<file path="src/rtl/sha3_block_packer_pkg.sv">
// Shared definitions for the SHA-3 block packer: mode encodings, per-mode rates,
// the rate lookup helpers and the packer FSM state type.
package sha3_block_packer_pkg;

  typedef enum logic [1:0] {
    MODE_SHA3_256 = 2'd0,
    MODE_SHA3_512 = 2'd1,
    MODE_SHAKE128 = 2'd2,
    MODE_SHAKE256 = 2'd3
  } mode_e;

  localparam logic [10:0] RATE_BITS_SHA3_256 = 11'd1088;
  localparam logic [10:0] RATE_BITS_SHA3_512 = 11'd576;
  localparam logic [10:0] RATE_BITS_SHAKE128 = 11'd1344;
  localparam logic [10:0] RATE_BITS_SHAKE256 = 11'd1088;

  localparam logic [7:0] RATE_BYTES_SHA3_256 = 8'd136;
  localparam logic [7:0] RATE_BYTES_SHA3_512 = 8'd72;
  localparam logic [7:0] RATE_BYTES_SHAKE128 = 8'd168;
  localparam logic [7:0] RATE_BYTES_SHAKE256 = 8'd136;

  localparam int MAX_RATE_BITS = 1344;

  typedef enum logic [1:0] {
    IDLE = 2'd0,
    FILL = 2'd1,
    EMIT = 2'd2
  } state_e;

  function automatic logic [10:0] rateBits(input logic [1:0] mode);
    logic [10:0] r;
    case (mode)
      MODE_SHA3_512: r = RATE_BITS_SHA3_512;
      MODE_SHAKE128: r = RATE_BITS_SHAKE128;
      MODE_SHAKE256: r = RATE_BITS_SHAKE256;
      default:       r = RATE_BITS_SHA3_256;
    endcase
    return r;
  endfunction

  function automatic logic [7:0] rateBytes(input logic [1:0] mode);
    logic [7:0] r;
    case (mode)
      MODE_SHA3_512: r = RATE_BYTES_SHA3_512;
      MODE_SHAKE128: r = RATE_BYTES_SHAKE128;
      MODE_SHAKE256: r = RATE_BYTES_SHAKE256;
      default:       r = RATE_BYTES_SHA3_256;
    endcase
    return r;
  endfunction

endpackage

</file>
<file path="src/rtl/sha3_block_packer_if.sv">
// Bundle of the packer's control, word-stream and block-output signals.
// The slave side is the packer itself; the master side is whoever feeds and drains it.
interface sha3_block_packer_if
  import sha3_block_packer_pkg::*;
#(
  parameter int WORD_W = 64
);

  logic                     start;
  logic [1:0]               mode_in;
  logic [12:0]              out_len_in;
  logic                     s_valid;
  logic                     s_ready;
  logic [WORD_W-1:0]        s_data;
  logic [3:0]               s_bytes;
  logic                     s_last;
  logic                     blk_valid;
  logic                     blk_ready;
  logic [MAX_RATE_BITS-1:0] data_in;
  logic [10:0]              data_len;
  logic [12:0]              length;
  logic                     in_finish;
  logic [1:0]               mode_out;
  logic [10:0]              rate_out;
  logic                     busy;

  modport slave (
    input  start, mode_in, out_len_in, s_valid, s_data, s_bytes, s_last, blk_ready,
    output s_ready, blk_valid, data_in, data_len, length, in_finish, mode_out, rate_out, busy
  );

  modport master (
    output start, mode_in, out_len_in, s_valid, s_data, s_bytes, s_last, blk_ready,
    input  s_ready, blk_valid, data_in, data_len, length, in_finish, mode_out, rate_out, busy
  );

endinterface

</file>
<file path="src/rtl/sha3_block_packer.sv">
// Packs a little-endian byte stream of 64-bit words into rate-sized, MSB-first
// blocks for a Keccak controller, flagging the final block of each message.
module sha3_block_packer
  import sha3_block_packer_pkg::*;
#(
  parameter int WORD_W = 64
) (
  input logic               clk,
  input logic               rst,
  sha3_block_packer_if.slave bus
);

  localparam int WORD_BYTES = WORD_W / 8;

  state_e                   state_q;
  logic [7:0]               cnt_q;
  logic [7:0]               cnt_d;
  logic                     pendEmpty_q;
  logic                     sReady_q;
  logic                     blkValid_q;
  logic                     busy_q;
  logic [MAX_RATE_BITS-1:0] dataIn_q;
  logic [10:0]              dataLen_q;
  logic                     inFinish_q;
  logic [12:0]              length_q;
  logic [1:0]               mode_q;
  logic                     accept;
  logic [WORD_W-1:0]        laneWord;
  logic [MAX_RATE_BITS-1:0] placed;

  // Reverse the word's valid bytes to MSB-first order, then slide them down to byte offset cnt.
  always_comb begin
    accept   = bus.s_valid && sReady_q;
    cnt_d    = cnt_q + {4'd0, bus.s_bytes};
    laneWord = '0;
    for (int k = 0; k < WORD_BYTES; k++) begin
      if (k < int'(bus.s_bytes)) begin
        laneWord[WORD_W-1-8*k -: 8] = bus.s_data[8*k +: 8];
      end
    end
    placed = {laneWord, {(MAX_RATE_BITS-WORD_W){1'b0}}} >> {cnt_q, 3'b000};
  end

  always_ff @(posedge clk or posedge rst) begin
    if (rst) begin
      state_q     <= IDLE;
      cnt_q       <= '0;
      pendEmpty_q <= 1'b0;
      sReady_q    <= 1'b0;
      blkValid_q  <= 1'b0;
      busy_q      <= 1'b0;
      dataIn_q    <= '0;
      dataLen_q   <= '0;
      inFinish_q  <= 1'b0;
      length_q    <= '0;
      mode_q      <= '0;
    end else begin
      case (state_q)
        IDLE: begin
          if (bus.start) begin
            mode_q      <= bus.mode_in;
            length_q    <= bus.out_len_in;
            cnt_q       <= '0;
            dataIn_q    <= '0;
            dataLen_q   <= '0;
            inFinish_q  <= 1'b0;
            pendEmpty_q <= 1'b0;
            sReady_q    <= 1'b1;
            busy_q      <= 1'b1;
            state_q     <= FILL;
          end
        end
        FILL: begin
          if (accept) begin
            dataIn_q <= dataIn_q | placed;
            cnt_q    <= cnt_d;
            // A last word that exactly fills the block still owes an empty final block.
            if (cnt_d == rateBytes(mode_q)) begin
              sReady_q    <= 1'b0;
              blkValid_q  <= 1'b1;
              dataLen_q   <= {cnt_d, 3'b000};
              inFinish_q  <= 1'b0;
              pendEmpty_q <= bus.s_last;
              state_q     <= EMIT;
            end else if (bus.s_last) begin
              sReady_q   <= 1'b0;
              blkValid_q <= 1'b1;
              dataLen_q  <= {cnt_d, 3'b000};
              inFinish_q <= 1'b1;
              state_q    <= EMIT;
            end
          end
        end
        EMIT: begin
          if (bus.blk_ready) begin
            if (inFinish_q) begin
              blkValid_q <= 1'b0;
              busy_q     <= 1'b0;
              state_q    <= IDLE;
            end else begin
              dataIn_q <= '0;
              cnt_q    <= '0;
              if (pendEmpty_q) begin
                pendEmpty_q <= 1'b0;
                inFinish_q  <= 1'b1;
                dataLen_q   <= '0;
              end else begin
                blkValid_q <= 1'b0;
                sReady_q   <= 1'b1;
                state_q    <= FILL;
              end
            end
          end
        end
        default: state_q <= IDLE;
      endcase
    end
  end

  assign bus.s_ready   = sReady_q;
  assign bus.blk_valid = blkValid_q;
  assign bus.busy      = busy_q;
  assign bus.data_in   = dataIn_q;
  assign bus.data_len  = dataLen_q;
  assign bus.in_finish = inFinish_q;
  assign bus.length    = length_q;
  assign bus.mode_out  = mode_q;
  assign bus.rate_out  = rateBits(mode_q);

endmodule

</file>
<file path="src/flat_wrapper.sv">
// flat-port wrapper written by rule: the top's interface ports become plain ports
module sha3_block_packer_flat import sha3_block_packer_pkg::*;
#(
  parameter int WORD_W = 64
)
  (clk, rst, bus_start, bus_mode_in, bus_out_len_in, bus_s_valid, bus_s_data, bus_s_bytes, bus_s_last, bus_blk_ready, bus_s_ready, bus_blk_valid, bus_data_in, bus_data_len, bus_length, bus_in_finish, bus_mode_out, bus_rate_out, bus_busy);
  sha3_block_packer_if #(.WORD_W(WORD_W)) bus_i ();
  input logic clk;
  input logic rst;
  input wire logic [$bits(bus_i.start)-1:0] bus_start;
  input wire logic [$bits(bus_i.mode_in)-1:0] bus_mode_in;
  input wire logic [$bits(bus_i.out_len_in)-1:0] bus_out_len_in;
  input wire logic [$bits(bus_i.s_valid)-1:0] bus_s_valid;
  input wire logic [$bits(bus_i.s_data)-1:0] bus_s_data;
  input wire logic [$bits(bus_i.s_bytes)-1:0] bus_s_bytes;
  input wire logic [$bits(bus_i.s_last)-1:0] bus_s_last;
  input wire logic [$bits(bus_i.blk_ready)-1:0] bus_blk_ready;
  output wire logic [$bits(bus_i.s_ready)-1:0] bus_s_ready;
  output wire logic [$bits(bus_i.blk_valid)-1:0] bus_blk_valid;
  output wire logic [$bits(bus_i.data_in)-1:0] bus_data_in;
  output wire logic [$bits(bus_i.data_len)-1:0] bus_data_len;
  output wire logic [$bits(bus_i.length)-1:0] bus_length;
  output wire logic [$bits(bus_i.in_finish)-1:0] bus_in_finish;
  output wire logic [$bits(bus_i.mode_out)-1:0] bus_mode_out;
  output wire logic [$bits(bus_i.rate_out)-1:0] bus_rate_out;
  output wire logic [$bits(bus_i.busy)-1:0] bus_busy;
  assign bus_i.start = bus_start;
  assign bus_i.mode_in = bus_mode_in;
  assign bus_i.out_len_in = bus_out_len_in;
  assign bus_i.s_valid = bus_s_valid;
  assign bus_i.s_data = bus_s_data;
  assign bus_i.s_bytes = bus_s_bytes;
  assign bus_i.s_last = bus_s_last;
  assign bus_i.blk_ready = bus_blk_ready;
  assign bus_s_ready = bus_i.s_ready;
  assign bus_blk_valid = bus_i.blk_valid;
  assign bus_data_in = bus_i.data_in;
  assign bus_data_len = bus_i.data_len;
  assign bus_length = bus_i.length;
  assign bus_in_finish = bus_i.in_finish;
  assign bus_mode_out = bus_i.mode_out;
  assign bus_rate_out = bus_i.rate_out;
  assign bus_busy = bus_i.busy;
  sha3_block_packer #(.WORD_W(WORD_W)) u_core (.clk(clk), .rst(rst), .bus(bus_i));
endmodule
</file>
<file path="config.mk">
export PLATFORM = sky130hd
export DESIGN_NAME = sha3_block_packer_flat
export DESIGN_NICKNAME = d
export VERILOG_FILES = /design/src/rtl/sha3_block_packer_pkg.sv /design/src/rtl/sha3_block_packer_if.sv /design/src/rtl/sha3_block_packer.sv /design/src/flat_wrapper.sv
export SDC_FILE = /design/constraint.sdc
export NUM_CORES = 2
export LEC_CHECK = 0
export ABC_AREA = 1
export ABC_CLOCK_PERIOD_IN_PS = 43900
export BUFFER_PORTS_ARGS = -buffer_cell sky130_fd_sc_hd__buf_2
export CAP_MARGIN = 20
export CORE_AREA = 2 2 567 569
export CTS_BUF_LIST = sky130_fd_sc_hd__clkbuf_2
export DETAILED_ROUTE_END_ITERATION = 6
export DIE_AREA = 0 0 569 571
export PLACE_DENSITY = 0.42
export SLEW_MARGIN = 20
export SYNTH_ARGS = -nofsm -noshare
export SYNTH_HDL_FRONTEND = slang
export SYNTH_SLANG_ARGS = --single-unit
</file>
<file path="constraint.sdc">
create_clock -name clk -period 43.9 [get_ports clk]
set_clock_uncertainty 0.1 [all_clocks]
set_input_delay 6.585 -clock clk [delete_from_list [all_inputs] [get_ports clk]]
set_output_delay 6.585 -clock clk [all_outputs]
set_load 0.05 [all_outputs]
</file>
==> results.tsv <==
metric	value	unit
status	finished clean	
cp_common_cell	buf_4	
placementRows	208	
holdPathStages	2	
core_area	319000	sq um
maxSlewHeadroom	18.9	%
root_buffer	clkbuf_2	
tightest_slew	1.22	ns
dpl.cell_count	12741	
fin_crit_sh	22.9	%
start_util	19.7	%
path_clk_slew	0.12	ns
p_seq_share	28.3	%
remaining_drc_errors	0	
min_path_type	flip-flop to flip-flop	
numCtsBuffers	399	
die_area	325000	sq um
pwr-share-comb	51.1	%
holdPathEnd	u_core.bus.data_len[7]	
finalHoldViolations	0	
synth_area_per_cell	8.35	sq um
leakage	38.9	nW
setup.worst_path.start	bus_blk_ready	
layoutNonFillerInstCount	13474	
grt_usage	23.7	%
seqCellArea	34600	sq um
clock_latency	1.91	ns
overflow	0	
ys_seq_area_share	54.9	%
netlist.top_cell.by_area	dfrtp_1	
critPathMaxFanout	175	
fillers	35866	
hold_start	u_core.bus.data_len[7]	
netlist_top_cells_area	dfrtp_1, a21oi_1, nand3_1	
worstPathCellList	buf_2 > nor2_1 > clkinv_1 > nand2_1 > inv_2 > nand2_1 > nor2_2 > nand2_2 > nor2_4 > buf_12 > buf_4 > buf_4 > buf_4 > nor2_1	
ctsResizeCount	0	
swShare	57.9	%
dpl_cell_area	74200	sq um
cp.depth	14	
powerDensity	64.7	nW/um^2
maxCapViolCount	0	
rr_worst_depth	13	
cts_hold_buf	0	
drtIter0Drc	5482	
endpoint_kind	flip-flop	
worst_setup_path_start_kind	primary input	
ant_nets	0	
p_clk_share	20.6	%
routabilityCongestion	0.918	
die_y	571	microns
multiInputGateArea	22300	sq um
layout.nets	9042	
p_switching	0.00292	W
design_area	78000	sq um
io_pins	1474	
grt_max_degree	198	
vias	62888	
synth_edf_count	0	
drive_gt1_share	25.6	%
fp.dieW	569	microns
vdd_ir_drop_max	0.0000602	V
slew_violations	0	
grt_pass1_vias	62754	
crit_path_max_incr_delay	0.84	ns
r2r_end	u_core.bus.data_in[970]	
crit_family	buffers and inverters	
cts_tree	yes	
critPathKind	primary input to flip-flop	
setup_violations	0	
cts_sinks	1382	
wirelength	401000	microns
grt_antenna_before_repair	58	
r2r_start	u_core.state_q[1]	
synth_area	63000	sq um
regToRegSetupSlack	37.72	ns
required	45.56	ns
ys_ff_latch	1382	
rsz0062_at_grt	no	
internal_power	0.00212	W
drt_pass1_iterations	6	
synth_cell_types	42	
ctsHtreeMaxLevel	5	
period_needed	10.05	ns
max_freq	0.0995	GHz
cts.path.max_buffers	4	
ys.flop_type	dfrtp_1	
crit_slowest_cell	buf_4	
io_buffers	1462	
hpwl	299000	microns
synth_warnings	0	
crit_buf_inv	7	
postCtsSetupRepairBufs	0	
async_flop_share	100	%
synth_top_area_share	54.9	%
syn_to_final_growth	23.8	%
arrival	11.71	ns
post_drt_wl_per_cell	29.7	microns
syn_inst	7538	
fin_util	24.4	%
grt_pass1_wl	539000	microns
tns	0	ns
via_per_inst	4.67	
==> power by group through the flow <==
stage	logic, W	clock network, W	registers (W)
2_1_floorplan	0.00115	0	0.00170
6_report	0.00258	0.00104	0.00143
4_1_cts	0.00262	0.00108	0.00142
3_3_place_gp	0.00260	0	0.00145
5_1_grt	0.00273	0.00115	0.00143
3_5_place_dp	0.00262	0	0.00145
==> cells in the final DEF, fill, tap and decap left out, types with 5 or more instances in the layout <==
cell type,Yosys,layout
nand3_1,914,913
nand4_1,236,236
o21a_1,64,64
clkinv_2,0,8
o31a_1,8,8
nor2_1,947,946
clkinv_1,1,80
clkbuf_2,0,597
inv_6,0,7
ha_1,9,9
o21ai_1,20,43
o21ai_2,3,9
bufinv_16,0,7
o211ai_1,8,8
a21oi_1,1023,1023
inv_4,1,5
buf_2,265,1462
mux2_2,14,14
o21ai_0,104,74
inv_2,15,10
buf_12,0,8
conb_1,2,11
nor4_1,8,5
nand2_1,854,853
o31ai_1,9,5
clkinvlp_4,0,6
nor2_4,3,6
a31oi_1,160,160
inv_1,877,872
dfrtp_1,1382,1374
buf_4,21,146
nor3_2,34,34
o22ai_1,26,25
nand2_2,13,13
nor3_1,130,130
diode_2,0,29
and2_1,28,28
==> worst max-delay path by stage <==
stage	end	slack (ns)
2_1_floorplan	u_core.bus.blk_valid	18.09
3_3_place_gp	u_core.bus.data_in[969]	31.90
3_5_place_dp	u_core.bus.data_in[80]	31.84
4_1_cts	bus_rate_out[9]	33.78
5_1_grt	u_core.bus.data_in[80]	33.61
6_report	u_core.bus.data_in[970]	33.85
==> synth_stat cells, types with 98 or more instances <==
cell type,number
a21oi_1,1023
a31oi_1,160
buf_1,98
buf_2,265
clkbuf_1,232
dfrtp_1,1382
inv_1,877
nand2_1,854
nand3_1,914
nand4_1,236
nor2_1,947
nor3_1,130
o21ai_0,104
==> registers in the layout, indices dropped and copies added, names as in the netlist, 2 cells and up <==
register and flops:
u_core.bus.mode_out 2, u_core.bus.data_in 1344, u_core.bus.length 13, u_core.bus.data_len 8, u_core.cnt_q 8, u_core.state_q 2
==> through the flow <==
| step | hold slack (ns) | worst slack, ns | power, W |
|---|---|---|---|
| final | 0.381 | 33.85 | 0.00504 |
| after global routing | 0.406 | 33.61 | 0.00531 |
| after CTS | 0.382 | 33.78 | 0.00513 |
| after detailed placement | 0.358 | 31.84 | 0.00406 |
| after global placement | 0.358 | 31.90 | 0.00405 |
| after floorplan | 0.382 | 18.09 | 0.00285 |
==> cell type report <==
| type | instances | share of cell area [%] |
|---|---|---|
| flip-flops and latches | 1382 | 44.4 |
| multi-input cells | 4645 | 28.7 |
| repair buffers | 1621 | 11.1 |
| well taps | 4200 | 6.74 |
| inverters | 894 | 4.38 |
| clock buffers | 597 | 3.83 |
| clock inverters | 106 | 0.819 |
| diodes | 29 | 0.0931 |
==> routing by layer <==
| metal | share of wire [%] | vias up | track usage (%) |
|---|---|---|---|
| met4 | 6.4 | 16 | 13.7 |
| met2 | 44 | 2987 | 36.9 |
| li1 | - | 27779 | - |
| met3 | 9.2 | 693 | 7.71 |
| met1 | 40 | 31413 | 28.7 |
| met5 | 0.026 | - | 0 |
==> tightest hold or removal path: cells and delay by family (launching register included) <==
| kind | cells | cell delay [ns] |
|---|---|---|
| DFF | 1 | 0.35 |
| and+or+nand+nor | 2 | 0.10 |
==> cell families (layout without fill, tap and decap cells) <==
group / after synthesis / after routing / synth area share (%)
mux: 14 / 14 / 0.250
fa+ha+maj: 10 / 10 / 0.211
compound gates: 1428 / 1428 / 12.1
simple gates: 3177 / 3177 / 22.6
other cells: 2 / 40 / 0.0119
xor+xnor: 5 / 5 / 0.0695
flops: 1382 / 1382 / 54.9
buf+inv: 1520 / 3218 / 9.84
Power figures use the tool's default switching activity.
